`src/rtl/cpu_run_ctrl_if.sv`:
```
// Board-side signal bundle for the CPU run-control block.
// The master side drives the switches, the button and the CPU status.
// The slave side (cpu_run_ctrl) drives the clock enable and the display outputs.
interface cpu_run_ctrl_if #(
    parameter int unsigned PC_W = 32
) ();
    logic            choose;
    logic            run_sw;
    logic            step_btn;
    logic            halt_in;
    logic            bp_en;
    logic [PC_W-1:0] bp_addr;
    logic [PC_W-1:0] pc;
    logic            cpu_ce;
    logic [1:0]      state;
    logic            halted;
    logic [31:0]     cycle_cnt;
    logic            ce_led;

    modport master (
        output choose, run_sw, step_btn, halt_in, bp_en, bp_addr, pc,
        input  cpu_ce, state, halted, cycle_cnt, ce_led
    );

    modport slave (
        input  choose, run_sw, step_btn, halt_in, bp_en, bp_addr, pc,
        output cpu_ce, state, halted, cycle_cnt, ce_led
    );
endinterface

```
`src/rtl/cpu_run_ctrl.sv`:
```
// CPU run-control: free-run at a fast or slow rate, single-step from a debounced
// button, and halt on a CPU request or a PC breakpoint. Emits a registered,
// one-cycle clock-enable pulse per CPU cycle and counts the pulses.
module cpu_run_ctrl #(
    parameter int unsigned FAST_DIV   = 31,
    parameter int unsigned SLOW_DIV   = 2500000,
    parameter int unsigned DEB_CYCLES = 1000000,
    parameter int unsigned PC_W       = 32
) (
    input logic           clk_in,
    input logic           rst_n,
    cpu_run_ctrl_if.slave bus_io
);
    typedef enum logic [1:0] {
        StIdle = 2'b00,
        StRun  = 2'b01,
        StStep = 2'b10,
        StHalt = 2'b11
    } state_e;

    state_e          state_q, state_d;
    logic            ret_halt_q, ret_halt_d;
    logic            bp_mask_q, bp_mask_d;
    logic            cpu_ce_q, cpu_ce_d;
    logic            halted_q, halted_d;
    logic [31:0]     cycle_cnt_q, cycle_cnt_d;
    logic            ce_led_q, ce_led_d;
    logic [31:0]     tick_cnt_q, tick_cnt_d;
    logic            choose_q;
    logic            sync1_q, sync2_q;
    logic            deb_q, deb_d;
    logic [31:0]     deb_cnt_q, deb_cnt_d;
    logic            step_ev_q, step_ev_d;
    logic [31:0]     div;
    logic            tick;
    logic            bp_hit;
    logic [PC_W-1:0] pc, bp_addr;

    assign pc      = bus_io.pc;
    assign bp_addr = bus_io.bp_addr;
    assign bp_hit  = bus_io.bp_en & (pc == bp_addr) & ~bp_mask_q;

    // Rate divider: counts only in RUN and restarts whenever the rate select changes.
    always_comb begin
        div        = bus_io.choose ? 32'(FAST_DIV) : 32'(SLOW_DIV);
        tick       = 1'b0;
        tick_cnt_d = '0;
        if (state_q == StRun && bus_io.choose == choose_q) begin
            if (tick_cnt_q == div - 32'd1) begin
                tick = 1'b1;
            end else begin
                tick_cnt_d = tick_cnt_q + 32'd1;
            end
        end
    end

    // Debouncer: adopt the synchronized level after DEB_CYCLES consecutive differing samples.
    always_comb begin
        deb_d     = deb_q;
        deb_cnt_d = '0;
        step_ev_d = 1'b0;
        if (sync2_q != deb_q) begin
            if (deb_cnt_q >= 32'(DEB_CYCLES - 1)) begin
                deb_d     = sync2_q;
                step_ev_d = sync2_q;
            end else begin
                deb_cnt_d = deb_cnt_q + 32'd1;
            end
        end
    end

    // Run-control FSM: next state, breakpoint mask and the clock-enable request.
    always_comb begin
        state_d    = state_q;
        ret_halt_d = ret_halt_q;
        bp_mask_d  = bp_mask_q;
        cpu_ce_d   = 1'b0;
        unique case (state_q)
            StIdle: begin
                if (bus_io.run_sw) begin
                    state_d   = StRun;
                    bp_mask_d = 1'b1;
                end else if (step_ev_q) begin
                    state_d    = StStep;
                    ret_halt_d = 1'b0;
                    cpu_ce_d   = 1'b1;
                end
            end
            StRun: begin
                // Any exit swallows a coinciding tick.
                if (!bus_io.run_sw) begin
                    state_d = StIdle;
                end else if (bus_io.halt_in || bp_hit) begin
                    state_d = StHalt;
                end else if (tick && !cpu_ce_q) begin
                    cpu_ce_d  = 1'b1;
                    bp_mask_d = 1'b0;
                end
            end
            StHalt: begin
                if (!bus_io.run_sw) begin
                    state_d = StIdle;
                end else if (step_ev_q && !bus_io.halt_in) begin
                    state_d    = StStep;
                    ret_halt_d = 1'b1;
                    bp_mask_d  = 1'b1;
                    cpu_ce_d   = 1'b1;
                end
            end
            StStep: begin
                state_d   = ret_halt_q ? StHalt : StIdle;
                bp_mask_d = 1'b0;
            end
        endcase
        halted_d    = (state_d == StHalt);
        cycle_cnt_d = cycle_cnt_q + 32'(cpu_ce_d);
        ce_led_d    = ce_led_q ^ cpu_ce_d;
    end

    // State and output registers with synchronous active-low reset.
    always_ff @(posedge clk_in) begin
        if (!rst_n) begin
            state_q     <= StIdle;
            ret_halt_q  <= 1'b0;
            bp_mask_q   <= 1'b0;
            cpu_ce_q    <= 1'b0;
            halted_q    <= 1'b0;
            cycle_cnt_q <= '0;
            ce_led_q    <= 1'b0;
            tick_cnt_q  <= '0;
            choose_q    <= 1'b0;
            sync1_q     <= 1'b0;
            sync2_q     <= 1'b0;
            deb_q       <= 1'b0;
            deb_cnt_q   <= '0;
            step_ev_q   <= 1'b0;
        end else begin
            state_q     <= state_d;
            ret_halt_q  <= ret_halt_d;
            bp_mask_q   <= bp_mask_d;
            cpu_ce_q    <= cpu_ce_d;
            halted_q    <= halted_d;
            cycle_cnt_q <= cycle_cnt_d;
            ce_led_q    <= ce_led_d;
            tick_cnt_q  <= tick_cnt_d;
            choose_q    <= bus_io.choose;
            sync1_q     <= bus_io.step_btn;
            sync2_q     <= sync1_q;
            deb_q       <= deb_d;
            deb_cnt_q   <= deb_cnt_d;
            step_ev_q   <= step_ev_d;
        end
    end

    assign bus_io.cpu_ce    = cpu_ce_q;
    assign bus_io.state     = state_q;
    assign bus_io.halted    = halted_q;
    assign bus_io.cycle_cnt = cycle_cnt_q;
    assign bus_io.ce_led    = ce_led_q;
endmodule
```
`src/flat_wrapper.sv`:
```
// flat-port wrapper written by rule: the top's interface ports become plain ports
module cpu_run_ctrl_flat 
#(
    parameter int unsigned FAST_DIV   = 31,
    parameter int unsigned SLOW_DIV   = 2500000,
    parameter int unsigned DEB_CYCLES = 1000000,
    parameter int unsigned PC_W       = 32
)
  (clk_in, rst_n, bus_io_choose, bus_io_run_sw, bus_io_step_btn, bus_io_halt_in, bus_io_bp_en, bus_io_bp_addr, bus_io_pc, bus_io_cpu_ce, bus_io_state, bus_io_halted, bus_io_cycle_cnt, bus_io_ce_led);
  cpu_run_ctrl_if #(.PC_W(PC_W)) bus_io_i ();
  input logic clk_in;
  input logic rst_n;
  input wire logic [$bits(bus_io_i.choose)-1:0] bus_io_choose;
  input wire logic [$bits(bus_io_i.run_sw)-1:0] bus_io_run_sw;
  input wire logic [$bits(bus_io_i.step_btn)-1:0] bus_io_step_btn;
  input wire logic [$bits(bus_io_i.halt_in)-1:0] bus_io_halt_in;
  input wire logic [$bits(bus_io_i.bp_en)-1:0] bus_io_bp_en;
  input wire logic [$bits(bus_io_i.bp_addr)-1:0] bus_io_bp_addr;
  input wire logic [$bits(bus_io_i.pc)-1:0] bus_io_pc;
  output wire logic [$bits(bus_io_i.cpu_ce)-1:0] bus_io_cpu_ce;
  output wire logic [$bits(bus_io_i.state)-1:0] bus_io_state;
  output wire logic [$bits(bus_io_i.halted)-1:0] bus_io_halted;
  output wire logic [$bits(bus_io_i.cycle_cnt)-1:0] bus_io_cycle_cnt;
  output wire logic [$bits(bus_io_i.ce_led)-1:0] bus_io_ce_led;
  assign bus_io_i.choose = bus_io_choose;
  assign bus_io_i.run_sw = bus_io_run_sw;
  assign bus_io_i.step_btn = bus_io_step_btn;
  assign bus_io_i.halt_in = bus_io_halt_in;
  assign bus_io_i.bp_en = bus_io_bp_en;
  assign bus_io_i.bp_addr = bus_io_bp_addr;
  assign bus_io_i.pc = bus_io_pc;
  assign bus_io_cpu_ce = bus_io_i.cpu_ce;
  assign bus_io_state = bus_io_i.state;
  assign bus_io_halted = bus_io_i.halted;
  assign bus_io_cycle_cnt = bus_io_i.cycle_cnt;
  assign bus_io_ce_led = bus_io_i.ce_led;
  cpu_run_ctrl #(.FAST_DIV(FAST_DIV), .SLOW_DIV(SLOW_DIV), .DEB_CYCLES(DEB_CYCLES), .PC_W(PC_W)) u_core (.clk_in(clk_in), .rst_n(rst_n), .bus_io(bus_io_i));
endmodule
```
`config.mk`:
```
export PLATFORM = sky130hd
export DESIGN_NAME = cpu_run_ctrl_flat
export DESIGN_NICKNAME = d
export VERILOG_FILES = /design/src/rtl/cpu_run_ctrl_if.sv /design/src/rtl/cpu_run_ctrl.sv /design/src/flat_wrapper.sv
export SDC_FILE = /design/constraint.sdc
export NUM_CORES = 1
export LEC_CHECK = 0
export BUFFER_PORTS_ARGS = -buffer_cell sky130_fd_sc_hd__buf_2
export CORE_MARGIN = 2
export CORE_UTILIZATION = 49
export CTS_CLUSTER_SIZE = 10
export DETAILED_ROUTE_END_ITERATION = 8
export GPL_TIMING_DRIVEN = 0
export PLACE_DENSITY_LB_ADDON = 0.08
export SYNTH_ARGS = -nofsm -noshare
export SYNTH_HDL_FRONTEND = slang
export SYNTH_SLANG_ARGS = --single-unit
```
`constraint.sdc`:
```
create_clock -name clk_in -period 3.25 [get_ports clk_in]
set_clock_uncertainty 0.15 [all_clocks]
set_input_delay 0.65 -clock clk_in [delete_from_list [all_inputs] [get_ports clk_in]]
set_output_delay 0.65 -clock clk_in [all_outputs]
set_load 0.1 [all_outputs]
```
==> reports/qor.txt <==
Max-slew violations: 0
Worst path slowest cell: or4_4
Syn-to-layout area delta: 24.42%
Clock Path Buffers: 2
Die area: 10840 sq um
Worst Hold Launch: u_core.sync1_q
Antenna-violating nets left: 0
Yosys reg bits: 108
Largest net degree at the start of global routing: 19
Clock-pin slew on the worst setup and hold paths: 100 ps
Vias in the first global route: 3935
Final Hold Vio Count: 0
Main combinational cell family by area after synthesis: simple AND/OR/NAND/NOR gates
Least-Margin Pin Slew: 539.6 ps
1st-pass router iterations: 4
Failing checks: negative setup slack
FP Rows: 36
Ports: 108
Ratio of cells with drive above 1 in the final layout: 25.36%
Hold buffer count at CTS: 0
Ant. Diodes: 0
Clock power frac: 36.7%
Crit end category: register
Critical path startpoint: u_core.tick_cnt_q[18]
WS Path Type: reg -> reg
IO Port Bufs: 107
Clock latency at the later pin of the worst-skew pair: 360 ps
DRC: 0
Max-cap viol count: 0
HPWL Detailed: 7.337 mm
Chip width: 104.1 um
Setup crit start kind: register
Vias: 4098
Synth Area in Adders: 2.292%
Sequential power share: 55.3%
Most frequent cells in the layout: 110 x buf_2, 99 x nor2_1, 96 x dfxtp_1, 56 x xor2_1, 55 x xnor2_1
Compound-Gate Fraction of Synth Area: 3.463%
Status: finished with violations
Psw: 568.3 uW
Worst-path fanout max: 7
Synth Area in Simple Gates: 27.65%
Top FF cell, synth: dfxtp_1
Final worst path period need: 3267 ps
HP Class: reg -> reg
Vias per inst: 4.955
Placer Congestion: 0.8398
First-pass GRT wire length: 17.17 mm
Layout fillers: 855
Post-synth EDFFs: 0
Synthesized instance count: 552
Clk sink count: 108
Commonest non-fill, non-tap cell in the layout: buf_2
Post-synthesis sequential area ratio: 44.00%
Clock Tree Root: clkbuf_8
Initial antenna violation count: 0
CTS buffer count: 9
Max VDD drop: 0.2667 mV
Unrepaired setup endpoints after global routing: true
Critical Path Most Common Cell: nand4_1
WL final: 9.803 mm
Initial Util: 50.27%
Total global routing overflow: 0
Final core occ: 62.54%
Area share of xor/xnor cells in the synthesized design: 19.79%
Sw frac: 23.32%
# nets final: 769
Final setup violation count: 1
Worst Path Arrival: 3360 ps
Drt initial violations: 97
P_leak: 0.002443 uW
Final Cycle Share: 100.5%
Combinational power share: 8.0%
Area of the core: 9774 sq um
Req. time, crit path: 3350 ps
Dpl ws: -647.2 ps
Drt wl/cell: 11.85 um
Max frequency: 306.1 MHz
Register area: 2187 sq um
Synth Cell Area: 4913 sq um
H-tree levels: 3
P per Cell Area: 398.6 nW/um^2
TritonCTS clock tree: built
Slew HR: 63.86%
Overall die height: 104.1 um
Async SR Flop Fraction: 0%
GR Util All Layers: 18.78%
Post-synth cell types: 43
Max incr delay on CP: 510 ps
Syn Area/Cell: 8.901 sq um
Int Pwr: 1868 uW
Worst r2r src: u_core.tick_cnt_q[18]
CP cell instances: nand4_1 > or4_4 > a211oi_4 > nor3b_4 > a41oi_2 > inv_2 > ha_4 > nand4_1 > nor4_4 > and3_1 > buf_6 > nand4_1 > xor2_1 > nor2_1
Synthesis warning total: 0
Final WS setup: -17.24 ps
Post-synthesis mux area share: 0.6112%
Area taken by multi-input logic gates: 2828 sq um
registers in the layout (all words and copies together) (netlist names), 2 cells and up:
register                 count
u_core.bus_io.state          2
u_core.tick_cnt_q           32
u_core.deb_cnt_q            32
u_core.bus_io.cycle_cnt     32
power by group through the flow:
stage | clock (uW) | combinational [uW] | sequential (uW)
final | 895 | 195 | 1350
after detailed placement | 0 | 192 | 1380
after global placement | 0 | 189 | 1380
after CTS | 924 | 196 | 1350
after global routing | 967 | 217 | 1350
after floorplan | 0 | 95.9 | 1400
Yosys cell counts, types with 3 or more instances:
cell type	instances	area share [%]
xnor2_1	55	9.8
and2_1	11	1.4
nor3_1	7	0.71
ha_1	9	2.3
mux2i_1	3	0.61
nand2_1	38	2.9
and3_1	13	1.7
buf_2	5	0.51
a21oi_1	8	0.81
clkbuf_1	5	0.38
dfxtp_1	108	44
nor4_1	9	1.1
and4_1	9	1.6
a31oi_1	3	0.38
inv_1	14	1.1
o21ai_0	7	0.71
xor2_1	56	10
nor2_1	99	7.6
nand3_1	36	3.7
nand4_1	26	3.3
nor2b_1	5	0.64
kinds of logic after synthesis:
kind of cell / Yosys count
DFF: 108
muxes: 3
other: 1
and+or+nand+nor: 269
xor gates and xnor gates: 111
adders and majority gates: 9
buffers and inverters: 25
AOI/OAI and AO/OA: 26
area by class of cell:
cell class | count | share of cell area, %
Tap cell | 133 | 2.722
Multi-Input combinational cell | 430 | 46.25
Buffer | 10 | 0.8596
Clock inverter | 6 | 1.576
Timing Repair Buffer | 116 | 9.865
Sequential cell | 108 | 35.78
Clock buffer | 10 | 2.088
Inverter | 14 | 0.8596
metal layers:
layer | wire length [um] | GRT usage [%] | up-vias
li1 | - | - | 2121
met2 | 4697 | 32.05 | 84
met1 | 4554 | 23.76 | 1883
met5 | 0 | 0 | -
met4 | 102 | 6.467 | 0
met3 | 448 | 3.634 | 10
final timing paths:
kind | to | slack, ps | cells past startpoint
setup reg to reg | u_core.bus_io.cycle_cnt[31] | -20 | 14
hold reg to reg | u_core.sync2_q | 300 | 1
hold / removal | u_core.sync2_q | 300 | 1
setup / recovery | u_core.bus_io.cycle_cnt[31] | -20 | 14
worst max-delay path: cells and delay by family (launching register included):
kind                       cells  cell delay (ps)
AOI/OAI and AO/OA              2              470
and+or+nand+nor                8             1620
buffers and inverters          2              260
xor gates and xnor gates       1              150
DFF                            1              360
adders and majority gates      1              150
stage by stage:
step	total power (uW)	instances	cell area [sq um]	hold WS [ps]	setup TNS [ps]
finish	2437	827	6113	298.8	-17.24
floorplan	1498	563	5019	261.9	-1671
global route	2535	827	6113	352.9	-1802
detailed placement	1574	803	5720	275.7	-8736
global placement	1570	803	5720	264.2	-8224
CTS	2468	829	6088	298.0	-460.0
timing repair:
item / in CTS / in global routing
endpoints found under the setup margin: 15 / 19
resized for setup: 23 / 10
setup buffers: 10 / 0
pin swaps: 14 / 8
Note: power is estimated with default switching activity, not from simulation.
